--- src/rtl/fb_pkg.sv ---
// Shared types and constants for the pixel write path into the 1-bit framebuffer.
package fb_pkg;

  localparam int DEFAULT_WIDTH  = 640;
  localparam int DEFAULT_HEIGHT = 480;

  // Number of bits needed to address every pixel of a WIDTH x HEIGHT screen
  function automatic int calc_addr_w(input int width, input int height);
    return $clog2(width * height);
  endfunction

  // Drain/clear controller states
  typedef enum logic [0:0] {
    DRAIN = 1'b0,
    CLEAR = 1'b1
  } state_e;

  // One buffered pixel write as it arrives from the draw blocks
  typedef struct packed {
    logic [10:0] x;
    logic [10:0] y;
    logic        color;
  } pixel_t;

endpackage

--- src/rtl/pixel_write_buffer_if.sv ---
// Pixel stream input, clear control and framebuffer write port of the pixel write buffer.
interface pixel_write_buffer_if #(
  parameter int WIDTH  = fb_pkg::DEFAULT_WIDTH,
  parameter int HEIGHT = fb_pkg::DEFAULT_HEIGHT,
  parameter int ADDR_W = fb_pkg::calc_addr_w(WIDTH, HEIGHT)
);

  logic              in_valid;
  logic              in_ready;
  logic [10:0]       x;
  logic [10:0]       y;
  logic              pixel_color;
  logic              clear_req;
  logic              clear_busy;
  logic [ADDR_W-1:0] mem_addr;
  logic              mem_wdata;
  logic              mem_we;
  logic [15:0]       drop_count;

  // Producer side: the draw blocks offering pixels and observing the write port
  modport master (
    output in_valid, x, y, pixel_color, clear_req,
    input  in_ready, clear_busy, mem_addr, mem_wdata, mem_we, drop_count
  );

  // Buffer side: accepts pixels and drives the framebuffer write port
  modport slave (
    input  in_valid, x, y, pixel_color, clear_req,
    output in_ready, clear_busy, mem_addr, mem_wdata, mem_we, drop_count
  );

endinterface

--- src/rtl/pixel_fifo.sv ---
// Small synchronous FIFO; pointers carry one extra wrap bit to tell full from empty.
module pixel_fifo
  import fb_pkg::*;
#(
  parameter int DEPTH  = 8,
  parameter int DATA_W = $bits(pixel_t)
) (
  input  logic              clk,
  input  logic              reset,
  input  logic              push,
  input  logic              pop,
  input  logic [DATA_W-1:0] wdata,
  output logic [DATA_W-1:0] rdata,
  output logic              full,
  output logic              empty
);

  localparam int IDX_W = $clog2(DEPTH);
  localparam int PTR_W = IDX_W + 1;

  logic [DATA_W-1:0] storage_q [DEPTH];
  logic [DATA_W-1:0] storage_d [DEPTH];
  logic [PTR_W-1:0]  wr_ptr_q, wr_ptr_d;
  logic [PTR_W-1:0]  rd_ptr_q, rd_ptr_d;
  logic              do_push;
  logic              do_pop;

  assign empty   = (wr_ptr_q == rd_ptr_q);
  assign full    = (wr_ptr_q[PTR_W-1] != rd_ptr_q[PTR_W-1]) &&
                   (wr_ptr_q[IDX_W-1:0] == rd_ptr_q[IDX_W-1:0]);
  assign do_push = push && !full;
  assign do_pop  = pop && !empty;
  assign rdata   = storage_q[rd_ptr_q[IDX_W-1:0]];

  // Next storage contents and pointer positions for this cycle's push/pop
  always_comb begin
    storage_d = storage_q;
    wr_ptr_d  = wr_ptr_q;
    rd_ptr_d  = rd_ptr_q;
    if (do_push) begin
      storage_d[wr_ptr_q[IDX_W-1:0]] = wdata;
      wr_ptr_d = wr_ptr_q + 1'b1;
    end
    if (do_pop) begin
      rd_ptr_d = rd_ptr_q + 1'b1;
    end
  end

  // Register FIFO state; reset empties the buffer and discards its contents
  always_ff @(posedge clk or posedge reset) begin
    if (reset) begin
      for (int i = 0; i < DEPTH; i++) begin
        storage_q[i] <= '0;
      end
      wr_ptr_q <= '0;
      rd_ptr_q <= '0;
    end else begin
      storage_q <= storage_d;
      wr_ptr_q  <= wr_ptr_d;
      rd_ptr_q  <= rd_ptr_d;
    end
  end

endmodule

--- src/rtl/pixel_write_buffer.sv ---
// Buffers clipped pixel writes and commits them to the framebuffer, with an ordered clear sweep.
module pixel_write_buffer
  import fb_pkg::*;
#(
  parameter int WIDTH  = DEFAULT_WIDTH,
  parameter int HEIGHT = DEFAULT_HEIGHT,
  parameter int DEPTH  = 8
) (
  input  logic                 clk,
  input  logic                 reset,
  pixel_write_buffer_if.slave  bus
);

  localparam int                ADDR_W    = calc_addr_w(WIDTH, HEIGHT);
  localparam logic [ADDR_W-1:0] LAST_ADDR = ADDR_W'(WIDTH * HEIGHT - 1);
  localparam logic [10:0]       WIDTH_C   = 11'(WIDTH);
  localparam logic [10:0]       HEIGHT_C  = 11'(HEIGHT);

  state_e            state_q, state_d;
  logic              clear_pending_q, clear_pending_d;
  logic [ADDR_W-1:0] clear_addr_q, clear_addr_d;
  logic [15:0]       drop_count_q, drop_count_d;
  logic [ADDR_W-1:0] mem_addr_q, mem_addr_d;
  logic              mem_wdata_q, mem_wdata_d;
  logic              mem_we_q, mem_we_d;

  logic              clear_busy;
  logic              accept;
  logic              on_screen;
  logic              fifo_push;
  logic              fifo_pop;
  logic              fifo_full;
  logic              fifo_empty;
  pixel_t            fifo_wdata;
  pixel_t            fifo_rdata;
  logic [ADDR_W-1:0] pix_addr;

  assign clear_busy = clear_pending_q || (state_q == CLEAR);
  assign on_screen  = (bus.x < WIDTH_C) && (bus.y < HEIGHT_C);
  assign accept     = bus.in_valid && bus.in_ready;
  assign fifo_push  = accept && on_screen;
  assign fifo_pop   = (state_q == DRAIN) && !fifo_empty;
  assign fifo_wdata = '{x: bus.x, y: bus.y, color: bus.pixel_color};
  assign pix_addr   = (ADDR_W'(fifo_rdata.y) * ADDR_W'(WIDTH)) + ADDR_W'(fifo_rdata.x);

  assign bus.in_ready   = !reset && !fifo_full && !clear_busy;
  assign bus.clear_busy = clear_busy;
  assign bus.mem_addr   = mem_addr_q;
  assign bus.mem_wdata  = mem_wdata_q;
  assign bus.mem_we     = mem_we_q;
  assign bus.drop_count = drop_count_q;

  pixel_fifo #(
    .DEPTH  (DEPTH),
    .DATA_W ($bits(pixel_t))
  ) u_fifo (
    .clk   (clk),
    .reset (reset),
    .push  (fifo_push),
    .pop   (fifo_pop),
    .wdata (fifo_wdata),
    .rdata (fifo_rdata),
    .full  (fifo_full),
    .empty (fifo_empty)
  );

  // Count off-screen pixels that were accepted and thrown away, saturating at all ones
  always_comb begin
    drop_count_d = drop_count_q;
    if (accept && !on_screen && (drop_count_q != 16'hFFFF)) begin
      drop_count_d = drop_count_q + 16'd1;
    end
  end

  // Drain queued pixels, then sweep the whole screen once a clear is pending and the queue is dry
  always_comb begin
    state_d         = state_q;
    clear_pending_d = clear_pending_q;
    clear_addr_d    = clear_addr_q;
    mem_we_d        = 1'b0;
    mem_addr_d      = mem_addr_q;
    mem_wdata_d     = mem_wdata_q;
    if (bus.clear_req && !clear_busy) begin
      clear_pending_d = 1'b1;
    end
    case (state_q)
      DRAIN: begin
        if (fifo_pop) begin
          mem_we_d    = 1'b1;
          mem_addr_d  = pix_addr;
          mem_wdata_d = fifo_rdata.color;
        end else if (clear_pending_q && fifo_empty) begin
          state_d         = CLEAR;
          clear_pending_d = 1'b0;
          clear_addr_d    = '0;
        end
      end
      CLEAR: begin
        mem_we_d    = 1'b1;
        mem_addr_d  = clear_addr_q;
        mem_wdata_d = 1'b0;
        if (clear_addr_q == LAST_ADDR) begin
          state_d      = DRAIN;
          clear_addr_d = '0;
        end else begin
          clear_addr_d = clear_addr_q + 1'b1;
        end
      end
      default: begin
        state_d = DRAIN;
      end
    endcase
  end

  // Register controller state and the framebuffer write port; reset abandons any write in flight
  always_ff @(posedge clk or posedge reset) begin
    if (reset) begin
      state_q         <= DRAIN;
      clear_pending_q <= 1'b0;
      clear_addr_q    <= '0;
      drop_count_q    <= '0;
      mem_we_q        <= 1'b0;
      mem_addr_q      <= '0;
      mem_wdata_q     <= 1'b0;
    end else begin
      state_q         <= state_d;
      clear_pending_q <= clear_pending_d;
      clear_addr_q    <= clear_addr_d;
      drop_count_q    <= drop_count_d;
      mem_we_q        <= mem_we_d;
      mem_addr_q      <= mem_addr_d;
      mem_wdata_q     <= mem_wdata_d;
    end
  end

endmodule

--- src/flat_wrapper.sv ---
// flat-port wrapper written by rule: the top's interface ports become plain ports
module pixel_write_buffer_flat import fb_pkg::*;
#(
  parameter int WIDTH  = DEFAULT_WIDTH,
  parameter int HEIGHT = DEFAULT_HEIGHT,
  parameter int DEPTH  = 8
)
  (clk, reset, bus_in_valid, bus_x, bus_y, bus_pixel_color, bus_clear_req, bus_in_ready, bus_clear_busy, bus_mem_addr, bus_mem_wdata, bus_mem_we, bus_drop_count);
  pixel_write_buffer_if #(.WIDTH(WIDTH), .HEIGHT(HEIGHT)) bus_i ();
  input  logic clk;
  input  logic reset;
  input wire logic [$bits(bus_i.in_valid)-1:0] bus_in_valid;
  input wire logic [$bits(bus_i.x)-1:0] bus_x;
  input wire logic [$bits(bus_i.y)-1:0] bus_y;
  input wire logic [$bits(bus_i.pixel_color)-1:0] bus_pixel_color;
  input wire logic [$bits(bus_i.clear_req)-1:0] bus_clear_req;
  output wire logic [$bits(bus_i.in_ready)-1:0] bus_in_ready;
  output wire logic [$bits(bus_i.clear_busy)-1:0] bus_clear_busy;
  output wire logic [$bits(bus_i.mem_addr)-1:0] bus_mem_addr;
  output wire logic [$bits(bus_i.mem_wdata)-1:0] bus_mem_wdata;
  output wire logic [$bits(bus_i.mem_we)-1:0] bus_mem_we;
  output wire logic [$bits(bus_i.drop_count)-1:0] bus_drop_count;
  assign bus_i.in_valid = bus_in_valid;
  assign bus_i.x = bus_x;
  assign bus_i.y = bus_y;
  assign bus_i.pixel_color = bus_pixel_color;
  assign bus_i.clear_req = bus_clear_req;
  assign bus_in_ready = bus_i.in_ready;
  assign bus_clear_busy = bus_i.clear_busy;
  assign bus_mem_addr = bus_i.mem_addr;
  assign bus_mem_wdata = bus_i.mem_wdata;
  assign bus_mem_we = bus_i.mem_we;
  assign bus_drop_count = bus_i.drop_count;
  pixel_write_buffer #(.WIDTH(WIDTH), .HEIGHT(HEIGHT), .DEPTH(DEPTH)) u_core (.clk(clk), .reset(reset), .bus(bus_i));
endmodule
--- config.mk ---
export PLATFORM = sky130hd
export DESIGN_NAME = pixel_write_buffer_flat
export DESIGN_NICKNAME = d
export VERILOG_FILES = /design/src/rtl/fb_pkg.sv /design/src/rtl/pixel_write_buffer_if.sv /design/src/rtl/pixel_fifo.sv /design/src/rtl/pixel_write_buffer.sv /design/src/flat_wrapper.sv
export SDC_FILE = /design/constraint.sdc
export NUM_CORES = 1
export LEC_CHECK = 0
export BUFFER_PORTS_ARGS = -buffer_cell sky130_fd_sc_hd__buf_2
export CORE_ASPECT_RATIO = 0.7
export CORE_UTILIZATION = 60
export CTS_CLUSTER_SIZE = 28
export DETAILED_ROUTE_END_ITERATION = 10
export GPL_TIMING_DRIVEN = 1
export PLACE_DENSITY = 0.79
export SYNTH_ARGS = -nofsm -noshare
export SYNTH_HDL_FRONTEND = slang
export SYNTH_SLANG_ARGS = --single-unit
export TNS_END_PERCENT = 10
--- constraint.sdc ---
create_clock -name clk -period 9.6 [get_ports clk]
set_input_delay 0.96 -clock clk [delete_from_list [all_inputs] [get_ports clk]]
set_output_delay 0.96 -clock clk [all_outputs]
set_load 0.02 [all_outputs]
==> impl_metrics.prom, run 1 <==
# TYPE chip_impl_metric gauge
chip_impl_info{name="clk_root_buffer_cell",value="sky130_fd_sc_hd__clkbuf_16"} 1
chip_impl_metric{name="post-route-worst-setup-slack",unit="ns"} 4.81
chip_impl_metric{name="number_of_antenna_violations_at_the_first_check_in_global_routing",unit=""} 0
chip_impl_metric{name="core.rowCount",unit=""} 42
chip_impl_metric{name="cts.path.max_buffers",unit=""} 3
chip_impl_info{name="synthMostInstantiatedCell",value="sky130_fd_sc_hd__dfrtp_1"} 1
chip_impl_metric{name="avgRoutedWirePerCell",unit="µm"} 20.3
chip_impl_metric{name="dr_total_vias",unit=""} 7411
chip_impl_metric{name="diodes",unit=""} 0
chip_impl_metric{name="setup_total_negative_slack",unit="ns"} 0
chip_impl_metric{name="crit_fanout",unit=""} 49
chip_impl_metric{name="grt.overflow.total",unit=""} 0
chip_impl_metric{name="syn-cell-area",unit="µm²"} 12000
chip_impl_metric{name="number_of_enable_type_register_cells_in_the_synthesized_netlist",unit=""} 0
chip_impl_metric{name="combinational_group_share_of_total_power",unit="%"} 19.7
chip_impl_metric{name="share_of_power_burned_in_the_clock_network",unit="%"} 33.4
chip_impl_metric{name="clkSinkCount",unit=""} 250
chip_impl_metric{name="postCtsSetupBuffers",unit=""} 0
chip_impl_metric{name="post_drt_via_cell_ratio",unit=""} 6.04
chip_impl_metric{name="cts-htree-levels",unit=""} 1
chip_impl_metric{name="drtIter0Drc",unit=""} 470
chip_impl_metric{name="clk-insertion-delay-late",unit="ns"} 0.52
chip_impl_metric{name="report.final.setup_viol",unit=""} 0
chip_impl_metric{name="finClkSkew",unit="ns"} 0.0129
chip_impl_metric{name="vdd.ir_drop.worst",unit="mV"} 0.177
chip_impl_info{name="setup.worst_path.class",value="flop to flop"} 1
chip_impl_metric{name="post-synth-top-area-fraction",unit="%"} 52.3
chip_impl_metric{name="synth_cell_type_count",unit=""} 50
chip_impl_metric{name="dieArea",unit="µm²"} 20500
chip_impl_info{name="tritoncts_clock_tree",value="yes"} 1
chip_impl_info{name="worstSetupStartpointType",value="flop"} 1
chip_impl_metric{name="drtAntennaViolNets",unit=""} 0
chip_impl_metric{name="pre_cts_slack",unit="ns"} 4.80
chip_impl_metric{name="design.core.area",unit="µm²"} 19200
chip_impl_metric{name="floorplan.initialDensity",unit="%"} 62.2
chip_impl_metric{name="drt_pass1_iterations",unit=""} 5
chip_impl_metric{name="static-leakage-power",unit="nW"} 6.58
chip_impl_metric{name="yosys_warnings",unit=""} 0
chip_impl_metric{name="cts_buffer_count",unit=""} 24
chip_impl_metric{name="worst_margin_pin_slew",unit="ns"} 1.21
chip_impl_metric{name="die_width",unit="µm"} 171
chip_impl_info{name="ys_top_cells_by_area",value="sky130_fd_sc_hd__dfrtp_1, sky130_fd_sc_hd__mux2_2, sky130_fd_sc_hd__mux4_2"} 1
chip_impl_metric{name="post_synth.cell_area_avg",unit="µm²"} 13.5
chip_impl_metric{name="post_detailed_routing_wire_length",unit="mm"} 24.9
chip_impl_info{name="cpMaxStageDelayCell",value="sky130_fd_sc_hd__dfrtp_4"} 1
chip_impl_metric{name="ys_seq_elements",unit=""} 250
chip_impl_metric{name="synthCells",unit=""} 884
chip_impl_info{name="timing.critical_path.mode_cell",value="sky130_fd_sc_hd__ha_1"} 1
chip_impl_metric{name="internal_power",unit="mW"} 1.89
chip_impl_metric{name="asyncSetResetFlopFracSynth",unit="%"} 100
chip_impl_metric{name="cp.arrival",unit="ns"} 5.21
chip_impl_metric{name="dpl_cell_area",unit="µm²"} 12500
chip_impl_metric{name="achievable-frequency",unit="MHz"} 209
chip_impl_metric{name="chipHeight",unit="µm"} 120
chip_impl_metric{name="utilization",unit="%"} 69.2
chip_impl_metric{name="required",unit="ns"} 10.02
chip_impl_metric{name="syn-num-nets",unit=""} 938
chip_impl_metric{name="remaining_drc_errors",unit=""} 0
chip_impl_metric{name="timing.final.crit_share",unit="%"} 49.9
chip_impl_metric{name="slew_headroom",unit="%"} 19.0
chip_impl_metric{name="io_buffer_count",unit=""} 65
chip_impl_metric{name="total_power_per_unit_cell_area",unit="nW/µm²"} 204
chip_impl_metric{name="clk_transition_reported_paths",unit="ns"} 0.06
chip_impl_info{name="rsz0062_at_grt",value="false"} 1
chip_impl_metric{name="report.final.hold_viol_count",unit=""} 0
chip_impl_metric{name="groute.usage.overall",unit="%"} 26.2
chip_impl_metric{name="final_max_slew_viol_count",unit=""} 0
chip_impl_info{name="yosys-top-cells-count",value="sky130_fd_sc_hd__dfrtp_1, sky130_fd_sc_hd__mux2_2, sky130_fd_sc_hd__mux4_2, sky130_fd_sc_hd__nand2_1, sky130_fd_sc_hd__o21ai_0"} 1
chip_impl_metric{name="holdBufCountCts",unit=""} 0
chip_impl_metric{name="power_switching_share",unit="%"} 30.2
chip_impl_info{name="crit_start",value="u_core.u_fifo.rd_ptr_q[0]"} 1
chip_impl_metric{name="synth_sequential_area_ratio",unit="%"} 52.3
chip_impl_metric{name="gpl.final_weighted_congestion",unit=""} 0.836
chip_impl_info{name="holdCritPathClass",value="flop to flop"} 1
chip_impl_info{name="worst_setup_path_end_kind",value="flop"} 1
chip_impl_metric{name="grt_pass1_wl",unit="mm"} 41.6
chip_impl_metric{name="final.min_clock_period",unit="ns"} 4.79
chip_impl_metric{name="post_cts_resize_count",unit=""} 0
chip_impl_metric{name="cap_violations",unit=""} 0
chip_impl_metric{name="hpwl",unit="mm"} 15.9
chip_impl_metric{name="via_count_of_the_first_global_routing_pass",unit=""} 7644
chip_impl_metric{name="drive_gt1_share",unit="%"} 37.1
chip_impl_info{name="hp-start",value="u_core.u_fifo.storage_q[137]"} 1
chip_impl_metric{name="grt_start_max_net_pins",unit=""} 94
chip_impl_metric{name="seq_power_share",unit="%"} 46.9
chip_impl_info{name="post-synth-top-area-cell",value="sky130_fd_sc_hd__dfrtp_1"} 1
chip_impl_metric{name="nNetsFinal",unit=""} 999
chip_impl_metric{name="critical-path-max-stage-delay",unit="ns"} 1.07
chip_impl_info{name="synth_ff_type",value="sky130_fd_sc_hd__dfrtp_1"} 1
chip_impl_metric{name="p_sw",unit="mW"} 0.820
chip_impl_info{name="timing.critical_path.cells",value="mux4_2 > mux2i_1 > inv_1 > ha_1 > ha_1 > fa_1 > xor2_1 > nand2_1 > nor4b_1 > nand3_1 > nor3_1 > xnor2_1 > a221oi_1"} 1
chip_impl_metric{name="area_growth_from_synthesis_to_layout",unit="%"} 11.2
chip_impl_metric{name="boundaryPins",unit=""} 66
chip_impl_info{name="worstReg2RegStart",value="u_core.u_fifo.rd_ptr_q[0]"} 1
chip_impl_metric{name="post-route-cell-area",unit="µm²"} 13300
chip_impl_info{name="result_of_the_run",value="finished clean"} 1
[power by group through the flow]
stage | combinational (mW) | sequential [mW] | clock (mW)
floorplan | 0.435 | 1.23 | 0
global placement | 0.524 | 1.29 | 0
detailed placement | 0.536 | 1.29 | 0
CTS | 0.541 | 1.27 | 0.923
global route | 0.585 | 1.29 | 0.963
finish | 0.535 | 1.27 | 0.905
[logic make-up after synthesis]
logic type	synth area share, %
mux	26.8
compound gates	4.20
xor+xnor	3.42
fa+ha+maj	2.95
simple gates	7.97
buf+inv	2.42
flops	52.3
[path summary, 6_finish.rpt]
check | end | slack, ns | depth (start not counted)
setup reg to reg | u_core.bus.mem_addr[18] | 4.81 | 13
setup / recovery | u_core.bus.mem_addr[18] | 4.81 | 13
hold / removal | u_core.u_fifo.storage_q[137] | 0.48 | 1
max in group asynchronous | u_core.u_fifo.rd_ptr_q[0] | 7.56 | 3
min in group asynchronous | u_core.clear_addr_q[1] | 0.52 | 2
hold reg to reg | u_core.u_fifo.storage_q[137] | 0.48 | 1
[metrics by stage]
stage | power [mW] | hold WS (ns) | cells
floorplan | 1.66 | 0.448 | 884
global placement | 1.81 | 0.465 | 1183
detailed placement | 1.83 | 0.468 | 1183
CTS | 2.74 | 0.482 | 1226
global route | 2.84 | 0.493 | 1226
finish | 2.71 | 0.481 | 1226
[layout make-up]
class / count / area [µm²]
clock buffers: 35 / 702
inverters: 11 / 48.8
flip-flops and latches: 250 / 6260
repair buffers: 81 / 445
well taps: 264 / 330
clock inverters: 8 / 57.6
fillers: 1375 / 5930
multi-input cells: 577 / 5460
[state kept, by name, summed over array words and instances (netlist names)]
name / count
u_core.u_fifo.storage_q: 184
u_core.u_fifo.rd_ptr_q: 4
u_core.bus.drop_count: 16
u_core.clear_pending_q: 1
u_core.bus.mem_wdata: 1
u_core.bus.mem_addr: 19
u_core.clear_addr_q: 19
u_core.bus.mem_we: 1
u_core.state_q: 1
u_core.u_fifo.wr_ptr_q: 4
[metal layers]
layer | vias up | wire, µm | global-route usage (%)
li1 | 3341 | - | -
met2 | 149 | 11500 | 40.2
met4 | 0 | 368 | 5.18
met5 | - | 0 | 0
met3 | 29 | 1030 | 4.09
met1 | 3892 | 12100 | 39.9
[worst max-delay path: cells and delay by family (launching register included)]
family | cells | cell delay (ns)
fa+ha+maj | 3 | 0.94
xor+xnor | 2 | 0.33
buf+inv | 1 | 0.11
mux | 2 | 0.88
flops | 1 | 1.07
simple gates | 4 | 1.09
compound gates | 1 | 0.24
[layout by cell type, fill, tap and decap left out, drive strengths merged, types with 6 or more instances in the layout]
| cell | Yosys | final |
|---|---|---|
| and3 | 8 | 8 |
| xor2 | 18 | 18 |
| nor3 | 10 | 10 |
| nand3 | 18 | 18 |
| mux2i | 15 | 15 |
| buf | 26 | 81 |
| xnor2 | 26 | 26 |
| clkinv | 0 | 7 |
| mux4 | 46 | 46 |
| inv | 11 | 12 |
| nor2b | 23 | 23 |
| nor2 | 29 | 29 |
| clkbuf | 20 | 35 |
| dfrtp | 250 | 250 |
| o31ai | 6 | 6 |
| nand2 | 47 | 47 |
| o21ai | 40 | 40 |
| and2 | 12 | 12 |
| nand4 | 10 | 10 |
| ha | 25 | 25 |
| mux2 | 179 | 179 |
| a21oi | 23 | 23 |
Note: power is estimated with default switching activity, not from simulation.
==> run 2, diff against run 1 <==
clock period = 4.48 ns   (was 9.6 ns; I/O delays follow)
==> run 2 against run 1 <==
Compared with the run above: register-to-register slack worse by 4.3 ns; final area up 1.4%; first-iteration DRC count up 1.9%; core utilization up 0.98 points; worst setup slack worse by 4.3 ns; count of clock-buffer cells in the layout up 5; combinational power rose to 2.6 times the previous value; clock skew down 0.0016 ns; critical path depth down 1; worst hold slack worse by 0.41 ns; sequential power up 100%; critical endpoint unchanged; sequential share of layout area down 0.65 points.
==> impl_metrics.prom, run 2 (synthesis gave the netlist of run 1 again) <==
# TYPE chip_impl_metric gauge
chip_impl_metric{name="final.min_clock_period",unit="ns"} 4.01
chip_impl_info{name="setup.worst_path.class",value="flop to flop"} 1
chip_impl_metric{name="avgRoutedWirePerCell",unit="µm"} 20.5
chip_impl_metric{name="cts.path.max_buffers",unit=""} 3
chip_impl_metric{name="floorplan.initialDensity",unit="%"} 62.2
chip_impl_metric{name="post_detailed_routing_wire_length",unit="mm"} 25.3
chip_impl_metric{name="largest_register_ff_count",unit=""} 184
chip_impl_metric{name="dr_total_vias",unit=""} 7443
chip_impl_metric{name="remaining_drc_errors",unit=""} 0
chip_impl_metric{name="cts-htree-levels",unit=""} 1
chip_impl_info{name="critPathTopFamily",value="multiplexers"} 1
chip_impl_info{name="rsz0062_at_grt",value="false"} 1
chip_impl_metric{name="drtAntennaViolNets",unit=""} 0
chip_impl_metric{name="clk_transition_reported_paths",unit="ns"} 0.07
chip_impl_metric{name="timing.final.crit_share",unit="%"} 89.6
chip_impl_metric{name="core.rowCount",unit=""} 42
chip_impl_metric{name="utilization",unit="%"} 70.1
chip_impl_metric{name="critical_path_depth",unit=""} 12
chip_impl_metric{name="hpwl",unit="mm"} 16.4
chip_impl_metric{name="cts_buffer_count",unit=""} 23
chip_impl_metric{name="finClkSkew",unit="ns"} 0.0112
chip_impl_metric{name="boundaryPins",unit=""} 66
chip_impl_info{name="mostFrequentLayoutCell",value="sky130_fd_sc_hd__dfrtp_1"} 1
chip_impl_metric{name="area_growth_from_synthesis_to_layout",unit="%"} 12.7
chip_impl_metric{name="chipHeight",unit="µm"} 120
chip_impl_metric{name="required",unit="ns"} 4.87
chip_impl_metric{name="drive_gt1_share",unit="%"} 37.6
chip_impl_metric{name="report.final.setup_viol",unit=""} 0
chip_impl_info{name="timing.critical_path.cells",value="buf_12 > buf_6 > mux4_2 > mux2_2 > ha_1 > ha_1 > a21boi_0 > mux2i_1 > and2_0 > nor3_1 > xnor2_1 > a221oi_1"} 1
chip_impl_metric{name="final_max_slew_viol_count",unit=""} 0
chip_impl_metric{name="die_width",unit="µm"} 171
chip_impl_info{name="timing.critical_path.mode_cell",value="sky130_fd_sc_hd__ha_1"} 1
chip_impl_metric{name="grt.overflow.total",unit=""} 0
chip_impl_info{name="worstSetupStartpointType",value="flop"} 1
chip_impl_metric{name="gpl.final_weighted_congestion",unit=""} 0.891
chip_impl_metric{name="groute.layer.met2.usage",unit="%"} 40.4
chip_impl_info{name="tritoncts_clock_tree",value="yes"} 1
chip_impl_info{name="grt_most_used_layer",value="met1"} 1
chip_impl_metric{name="report.final.hold_viol_count",unit=""} 0
chip_impl_metric{name="static-leakage-power",unit="nW"} 6.65
chip_impl_metric{name="dieArea",unit="µm²"} 20500
chip_impl_info{name="result_of_the_run",value="finished clean"} 1
chip_impl_metric{name="slew_headroom",unit="%"} 49.9
chip_impl_metric{name="number_of_antenna_violations_at_the_first_check_in_global_routing",unit=""} 1
chip_impl_metric{name="drtIter0Drc",unit=""} 479
chip_impl_metric{name="drt_pass1_iterations",unit=""} 5
chip_impl_metric{name="total_power_per_unit_cell_area",unit="nW/µm²"} 442
chip_impl_info{name="worst_setup_path_end_kind",value="flop"} 1
chip_impl_info{name="cpMaxStageDelayCell",value="sky130_fd_sc_hd__mux4_2"} 1
chip_impl_metric{name="cp.arrival",unit="ns"} 4.40
chip_impl_metric{name="worst_r2r_path_depth",unit=""} 12
chip_impl_metric{name="groute.usage.overall",unit="%"} 26.7
chip_impl_metric{name="design.core.area",unit="µm²"} 19200
chip_impl_metric{name="cp_num_buf_inv",unit=""} 2
chip_impl_metric{name="grt_start_max_net_pins",unit=""} 132
chip_impl_info{name="max_flop_register",value="u_core.u_fifo.storage_q"} 1
chip_impl_metric{name="clk-insertion-delay-late",unit="ns"} 0.51
chip_impl_info{name="layout_common_cells",value="sky130_fd_sc_hd__dfrtp_1, sky130_fd_sc_hd__mux2_2, sky130_fd_sc_hd__buf_2"} 1
chip_impl_metric{name="worst_margin_pin_slew",unit="ns"} 0.751
chip_impl_info{name="holdCritPathClass",value="input pin to async pin"} 1
chip_impl_info{name="clk_root_buffer_cell",value="sky130_fd_sc_hd__clkbuf_16"} 1
chip_impl_metric{name="achievable-frequency",unit="MHz"} 249
chip_impl_metric{name="nNetsFinal",unit=""} 1008
chip_impl_metric{name="power",unit="mW"} 5.96
chip_impl_metric{name="globalRouteMet3Util",unit="%"} 4.39
chip_impl_metric{name="holdBufCountCts",unit=""} 0
chip_impl_metric{name="via_count_of_the_first_global_routing_pass",unit=""} 7697
chip_impl_metric{name="fillCellCount",unit=""} 1336
chip_impl_metric{name="grtUsageMet1",unit="%"} 40.7
chip_impl_metric{name="cap_violations",unit=""} 0
chip_impl_metric{name="vdd.ir_drop.worst",unit="mV"} 0.312
chip_impl_metric{name="io_buffer_count",unit=""} 65
chip_impl_metric{name="crit_fanout",unit=""} 23
chip_impl_metric{name="post_drt_via_cell_ratio",unit=""} 6.02
chip_impl_metric{name="grt_pass1_wl",unit="mm"} 42.1
chip_impl_metric{name="clkSinkCount",unit=""} 250
chip_impl_metric{name="critical-path-max-stage-delay",unit="ns"} 0.55
==> run 2: changes by cell type in the layout (fill, tap and decap cells not counted), moves of 2 or more <==
cell and delta:
sky130_fd_sc_hd__buf_12 +7, sky130_fd_sc_hd__clkinv_2 -6, sky130_fd_sc_hd__clkbuf_1 +3, sky130_fd_sc_hd__clkbuf_8 +3, sky130_fd_sc_hd__buf_6 +2, sky130_fd_sc_hd__inv_8 -2
==> run 2: layout make-up <==
| class | count | area, µm² | share of cell area (%) |
|---|---|---|---|
| sequential | 250 | 6260 | 46.4 |
| multi-input combinational | 577 | 5470 | 40.5 |
| clock buffer | 40 | 729 | 5.41 |
| timing repair buffer | 91 | 616 | 4.56 |
| tap | 264 | 330 | 2.45 |
| inverter | 11 | 45.0 | 0.334 |
| clock inverter | 2 | 38.8 | 0.288 |
| antenna | 1 | 2.50 | 0.0185 |
==> run 2: worst paths after layout <==
path | start | to | slack [ns]
min in group clk | bus_clear_req | u_core.clear_pending_q | 0.16
max in group asynchronous | reset | u_core.u_fifo.storage_q[20] | 3.29
worst min-delay path | reset | u_core.clear_pending_q | 0.07
worst min register to register | u_core.u_fifo.storage_q[137] | u_core.u_fifo.storage_q[137] | 0.48
worst max register to register | u_core.u_fifo.rd_ptr_q[0] | u_core.bus.mem_addr[18] | 0.47
worst max-delay path | u_core.u_fifo.rd_ptr_q[0] | u_core.bus.mem_addr[18] | 0.47
==> run 2: per-layer routing <==
layer | up-vias | part of all wire (%)
met3 | 33 | 4.6
li1 | 3360 | -
met4 | 0 | 1.5
met5 | - | 0
met1 | 3869 | 49
met2 | 181 | 45
==> run 2: timing repair <==
| item | 4_1_cts | 5_1_grt |
|---|---|---|
| setup buffers | 0 | 4 |
| resized for setup | 0 | 4 |
| setup endpoints to repair | 0 | 1 |
==> run 2: per-stage QoR <==
step | area [µm²] | worst slack, ns | instances | hold WS (ns) | TNS (ns)
after global routing | 13500 | 0.0969 | 1235 | 0.122 | 0
after global placement | 12700 | 0.425 | 1189 | 0.465 | 0
after detailed placement | 12700 | 0.263 | 1189 | 0.469 | 0
final | 13500 | 0.467 | 1236 | 0.0702 | 0
after CTS | 13400 | 0.185 | 1231 | 0.0799 | 0
after floorplan | 12000 | -0.0437 | 884 | 0.448 | -0.0437
==> run 2: report_power, final <==
part	internal (mW)	switching [mW]	total [mW]
registers	2.43	0.175	2.60
logic	0.613	0.772	1.38
clock network	1.16	0.817	1.98
==> run 3, diff against run 2 <==
ABC_AREA = 1   (was unset)
PLACE_DENSITY = 0.78   (was 0.79)
==> run 3 against run 2 <==
Compared with the run above: combinational power increased to 4.0 times the previous value; fmax up 7.5%; flip-flop and latch count is the same; worst setup slack better by 0.28 ns; routed wire length is 34% higher; critical endpoint is now u_core.bus.mem_addr[16]; largest power group is now combinational cells; highest routed layer unchanged.
==> impl_metrics.prom, run 3 <==
# TYPE chip_impl_metric gauge
chip_impl_metric{name="required",unit="ns"} 4.89
chip_impl_metric{name="static-leakage-power",unit="nW"} 7.20
chip_impl_metric{name="core.rowCount",unit=""} 44
chip_impl_info{name="synthMostInstantiatedCell",value="sky130_fd_sc_hd__nand2_1"} 1
chip_impl_metric{name="post-synth-top-area-fraction",unit="%"} 48.9
chip_impl_metric{name="clkSinkCount",unit=""} 250
chip_impl_metric{name="achievable-frequency",unit="MHz"} 268
chip_impl_metric{name="power",unit="mW"} 10.6
chip_impl_metric{name="post_synth.cell_area_avg",unit="µm²"} 7.94
chip_impl_metric{name="synth_cell_type_count",unit=""} 41
chip_impl_metric{name="timing.final.crit_share",unit="%"} 83.3
chip_impl_metric{name="ys_seq_elements",unit=""} 250
chip_impl_info{name="tritoncts_clock_tree",value="yes"} 1
chip_impl_metric{name="syn-cell-area",unit="µm²"} 12800
chip_impl_metric{name="min_delay_path_depth",unit=""} 2
chip_impl_metric{name="area_growth_from_synthesis_to_layout",unit="%"} 9.80
chip_impl_metric{name="vdd.ir_drop.worst",unit="mV"} 0.595
chip_impl_metric{name="grt.overflow.total",unit=""} 0
chip_impl_metric{name="synthCells",unit=""} 1613
chip_impl_metric{name="worst_r2r_path_depth",unit=""} 17
chip_impl_metric{name="slew_headroom",unit="%"} 25.1
chip_impl_metric{name="utilization",unit="%"} 67.6
chip_impl_metric{name="cts_buffer_count",unit=""} 25
chip_impl_metric{name="final_max_slew_viol_count",unit=""} 0
chip_impl_info{name="rsz0062_at_grt",value="false"} 1
chip_impl_metric{name="post_cts_resize_count",unit=""} 0
chip_impl_metric{name="yosys_warnings",unit=""} 0
chip_impl_metric{name="cap_violations",unit=""} 0
chip_impl_metric{name="number_of_enable_type_register_cells_in_the_synthesized_netlist",unit=""} 0
chip_impl_metric{name="setup_total_negative_slack",unit="ns"} 0
chip_impl_metric{name="post_drt_via_cell_ratio",unit=""} 5.80
chip_impl_info{name="max_flop_register",value="u_core.u_fifo.storage_q"} 1
chip_impl_metric{name="remaining_drc_errors",unit=""} 0
chip_impl_metric{name="drive_gt1_share",unit="%"} 9.26
chip_impl_metric{name="syn-num-nets",unit=""} 1667
chip_impl_metric{name="grt_pass1_wl",unit="mm"} 55.2
chip_impl_metric{name="dieArea",unit="µm²"} 21900
chip_impl_metric{name="drt_pass1_iterations",unit=""} 7
chip_impl_metric{name="drtAntennaViolNets",unit=""} 0
chip_impl_metric{name="groute.usage.overall",unit="%"} 31.6
chip_impl_metric{name="total_power_per_unit_cell_area",unit="nW/µm²"} 753
chip_impl_info{name="worst_setup_path_end_kind",value="flop"} 1
chip_impl_metric{name="nNetsFinal",unit=""} 1678
chip_impl_metric{name="clk-insertion-delay-late",unit="ns"} 0.53
chip_impl_metric{name="cts.path.max_buffers",unit=""} 3
chip_impl_info{name="worstSetupStartpointType",value="flop"} 1
chip_impl_metric{name="hpwl",unit="mm"} 21.1
chip_impl_metric{name="io_buffer_count",unit=""} 65
chip_impl_info{name="setup.worst_path.class",value="flop to flop"} 1
chip_impl_metric{name="number_of_antenna_violations_at_the_first_check_in_global_routing",unit=""} 0
chip_impl_metric{name="largest_register_ff_count",unit=""} 184
chip_impl_metric{name="design.core.area",unit="µm²"} 20800
chip_impl_metric{name="cp.arrival",unit="ns"} 4.14
chip_impl_info{name="mostFrequentLayoutCell",value="sky130_fd_sc_hd__nand2_1"} 1
chip_impl_metric{name="crit_fanout",unit=""} 64
chip_impl_metric{name="final.hold.worst_slack",unit="ns"} 0.149
chip_impl_metric{name="cts-htree-levels",unit=""} 1
chip_impl_metric{name="avgRoutedWirePerCell",unit="µm"} 17.7
chip_impl_metric{name="boundaryPins",unit=""} 66
chip_impl_metric{name="synth_sequential_area_ratio",unit="%"} 48.9
chip_impl_metric{name="report.final.setup_viol",unit=""} 0
chip_impl_info{name="holdCritPathClass",value="input pin to flop"} 1
chip_impl_metric{name="dr_total_vias",unit=""} 11100
chip_impl_info{name="clk_root_buffer_cell",value="sky130_fd_sc_hd__clkbuf_16"} 1
chip_impl_metric{name="die_width",unit="µm"} 177
chip_impl_info{name="post-synth-top-area-cell",value="sky130_fd_sc_hd__dfrtp_1"} 1
chip_impl_info{name="layout_common_cells",value="sky130_fd_sc_hd__nand2_1, sky130_fd_sc_hd__dfrtp_1, sky130_fd_sc_hd__o21ai_0"} 1
chip_impl_metric{name="via_count_of_the_first_global_routing_pass",unit=""} 10600
chip_impl_info{name="synth_ff_type",value="sky130_fd_sc_hd__dfrtp_1"} 1
chip_impl_metric{name="asyncSetResetFlopFracSynth",unit="%"} 100
chip_impl_metric{name="chipHeight",unit="µm"} 124
chip_impl_metric{name="grt_start_max_net_pins",unit=""} 178
chip_impl_info{name="ys_top_cells_by_area",value="sky130_fd_sc_hd__dfrtp_1, sky130_fd_sc_hd__nand2_1, sky130_fd_sc_hd__o21ai_0"} 1
chip_impl_metric{name="worst_margin_pin_slew",unit="ns"} 1.12
chip_impl_metric{name="diodes",unit=""} 0
chip_impl_metric{name="post_detailed_routing_wire_length",unit="mm"} 33.9
chip_impl_metric{name="gpl.final_weighted_congestion",unit=""} 0.915
chip_impl_metric{name="finClkSkew",unit="ns"} 0.0162
chip_impl_metric{name="final.min_clock_period",unit="ns"} 3.73
chip_impl_info{name="yosys-top-cells-count",value="sky130_fd_sc_hd__nand2_1, sky130_fd_sc_hd__dfrtp_1, sky130_fd_sc_hd__o21ai_0, sky130_fd_sc_hd__inv_1, sky130_fd_sc_hd__a21oi_1"} 1
chip_impl_metric{name="clk_transition_reported_paths",unit="ns"} 0.07
chip_impl_metric{name="drtIter0Drc",unit=""} 1369
chip_impl_metric{name="floorplan.initialDensity",unit="%"} 61.5
chip_impl_info{name="result_of_the_run",value="finished clean"} 1
chip_impl_metric{name="report.final.hold_viol_count",unit=""} 0
-- run 3: power breakdown --
part,internal (mW),switching [mW]
sequential,2.60,0.240
clock,1.35,0.905
combinational,1.86,3.63
total,5.80,4.78
-- run 3: cells by family (layout without fill, tap and decap cells) --
| kind of cell | count (synthesis) | in the layout | share of synthesized area (%) |
|---|---|---|---|
| adders and majority gates | 27 | 27 | 2.76 |
| AOI/OAI and AO/OA | 435 | 435 | 17.7 |
| xor gates and xnor gates | 39 | 39 | 2.67 |
| DFF | 250 | 250 | 48.9 |
| buffers and inverters | 275 | 304 | 9.01 |
| and+or+nand+nor | 587 | 587 | 19.0 |
-- run 3: metrics by stage --
stage / setup slack (ns) / cell area (µm²) / std cells
6_report: 0.746 / 14100 / 1918
5_1_grt: 0.405 / 14100 / 1918
4_1_cts: 0.767 / 14100 / 1918
3_3_place_gp: 0.900 / 13200 / 1872
2_1_floorplan: 0.744 / 12800 / 1613
3_5_place_dp: 0.828 / 13200 / 1872
-- run 3: repair_timing --
item / CTS / global route
hold buffers: 1 / 0
endpoints found under the hold margin: 20 / 0
endpoints found under the setup margin: 0 / 0
setup buffers: 0 / 0
-- run 3: path summary, 6_finish.rpt --
check	slack (ns)	end	startpoint
setup / recovery	0.75	u_core.bus.mem_addr[16]	u_core.u_fifo.rd_ptr_q[0]
hold / removal	0.15	u_core.clear_pending_q	bus_clear_req
setup reg to reg	0.75	u_core.bus.mem_addr[16]	u_core.u_fifo.rd_ptr_q[0]
hold reg to reg	0.48	u_core.u_fifo.storage_q[18]	u_core.u_fifo.storage_q[18]
max in group asynchronous	2.59	u_core.u_fifo.rd_ptr_q[1]	reset
min in group asynchronous	0.53	u_core.clear_pending_q	reset
-- run 3: layout make-up --
class                           instances  area [µm²]
Fill cell                            1696        6750
Clock buffer                           30         664
Sequential cell                       250        6260
Timing Repair Buffer                   90         541
Inverter                              169         639
Clock inverter                         15         211
Multi-Input combinational cell       1088        5400
Tap cell                              276         345
-- run 3: critical path, cell delays in order, from the launching register on --
cell	delay, ns
sky130_fd_sc_hd__dfrtp_2	0.38
sky130_fd_sc_hd__buf_4	0.52
sky130_fd_sc_hd__o21ai_0	0.17
sky130_fd_sc_hd__o21ai_0	0.17
sky130_fd_sc_hd__a21oi_1	0.06
sky130_fd_sc_hd__a31oi_1	0.27
sky130_fd_sc_hd__ha_1	0.30
sky130_fd_sc_hd__ha_1	0.23
sky130_fd_sc_hd__fa_1	0.57
sky130_fd_sc_hd__nand2_1	0.07
sky130_fd_sc_hd__inv_1	0.06
sky130_fd_sc_hd__nand3_1	0.10
sky130_fd_sc_hd__a21oi_1	0.20
sky130_fd_sc_hd__nand3_1	0.12
sky130_fd_sc_hd__nor2_1	0.15
sky130_fd_sc_hd__nand2_1	0.07
sky130_fd_sc_hd__nand3_1	0.08
sky130_fd_sc_hd__nand3_1	0.09
-- run 3: layer usage --
layer / GRT usage (%) / up-vias / routed length (µm)
li1: - / 5254 / -
met1: 46.4 / 5281 / 15000
met2: 47.2 / 513 / 14800
met3: 5.33 / 76 / 3060
met4: 11.3 / 0 / 1030
met5: 0 / - / 0
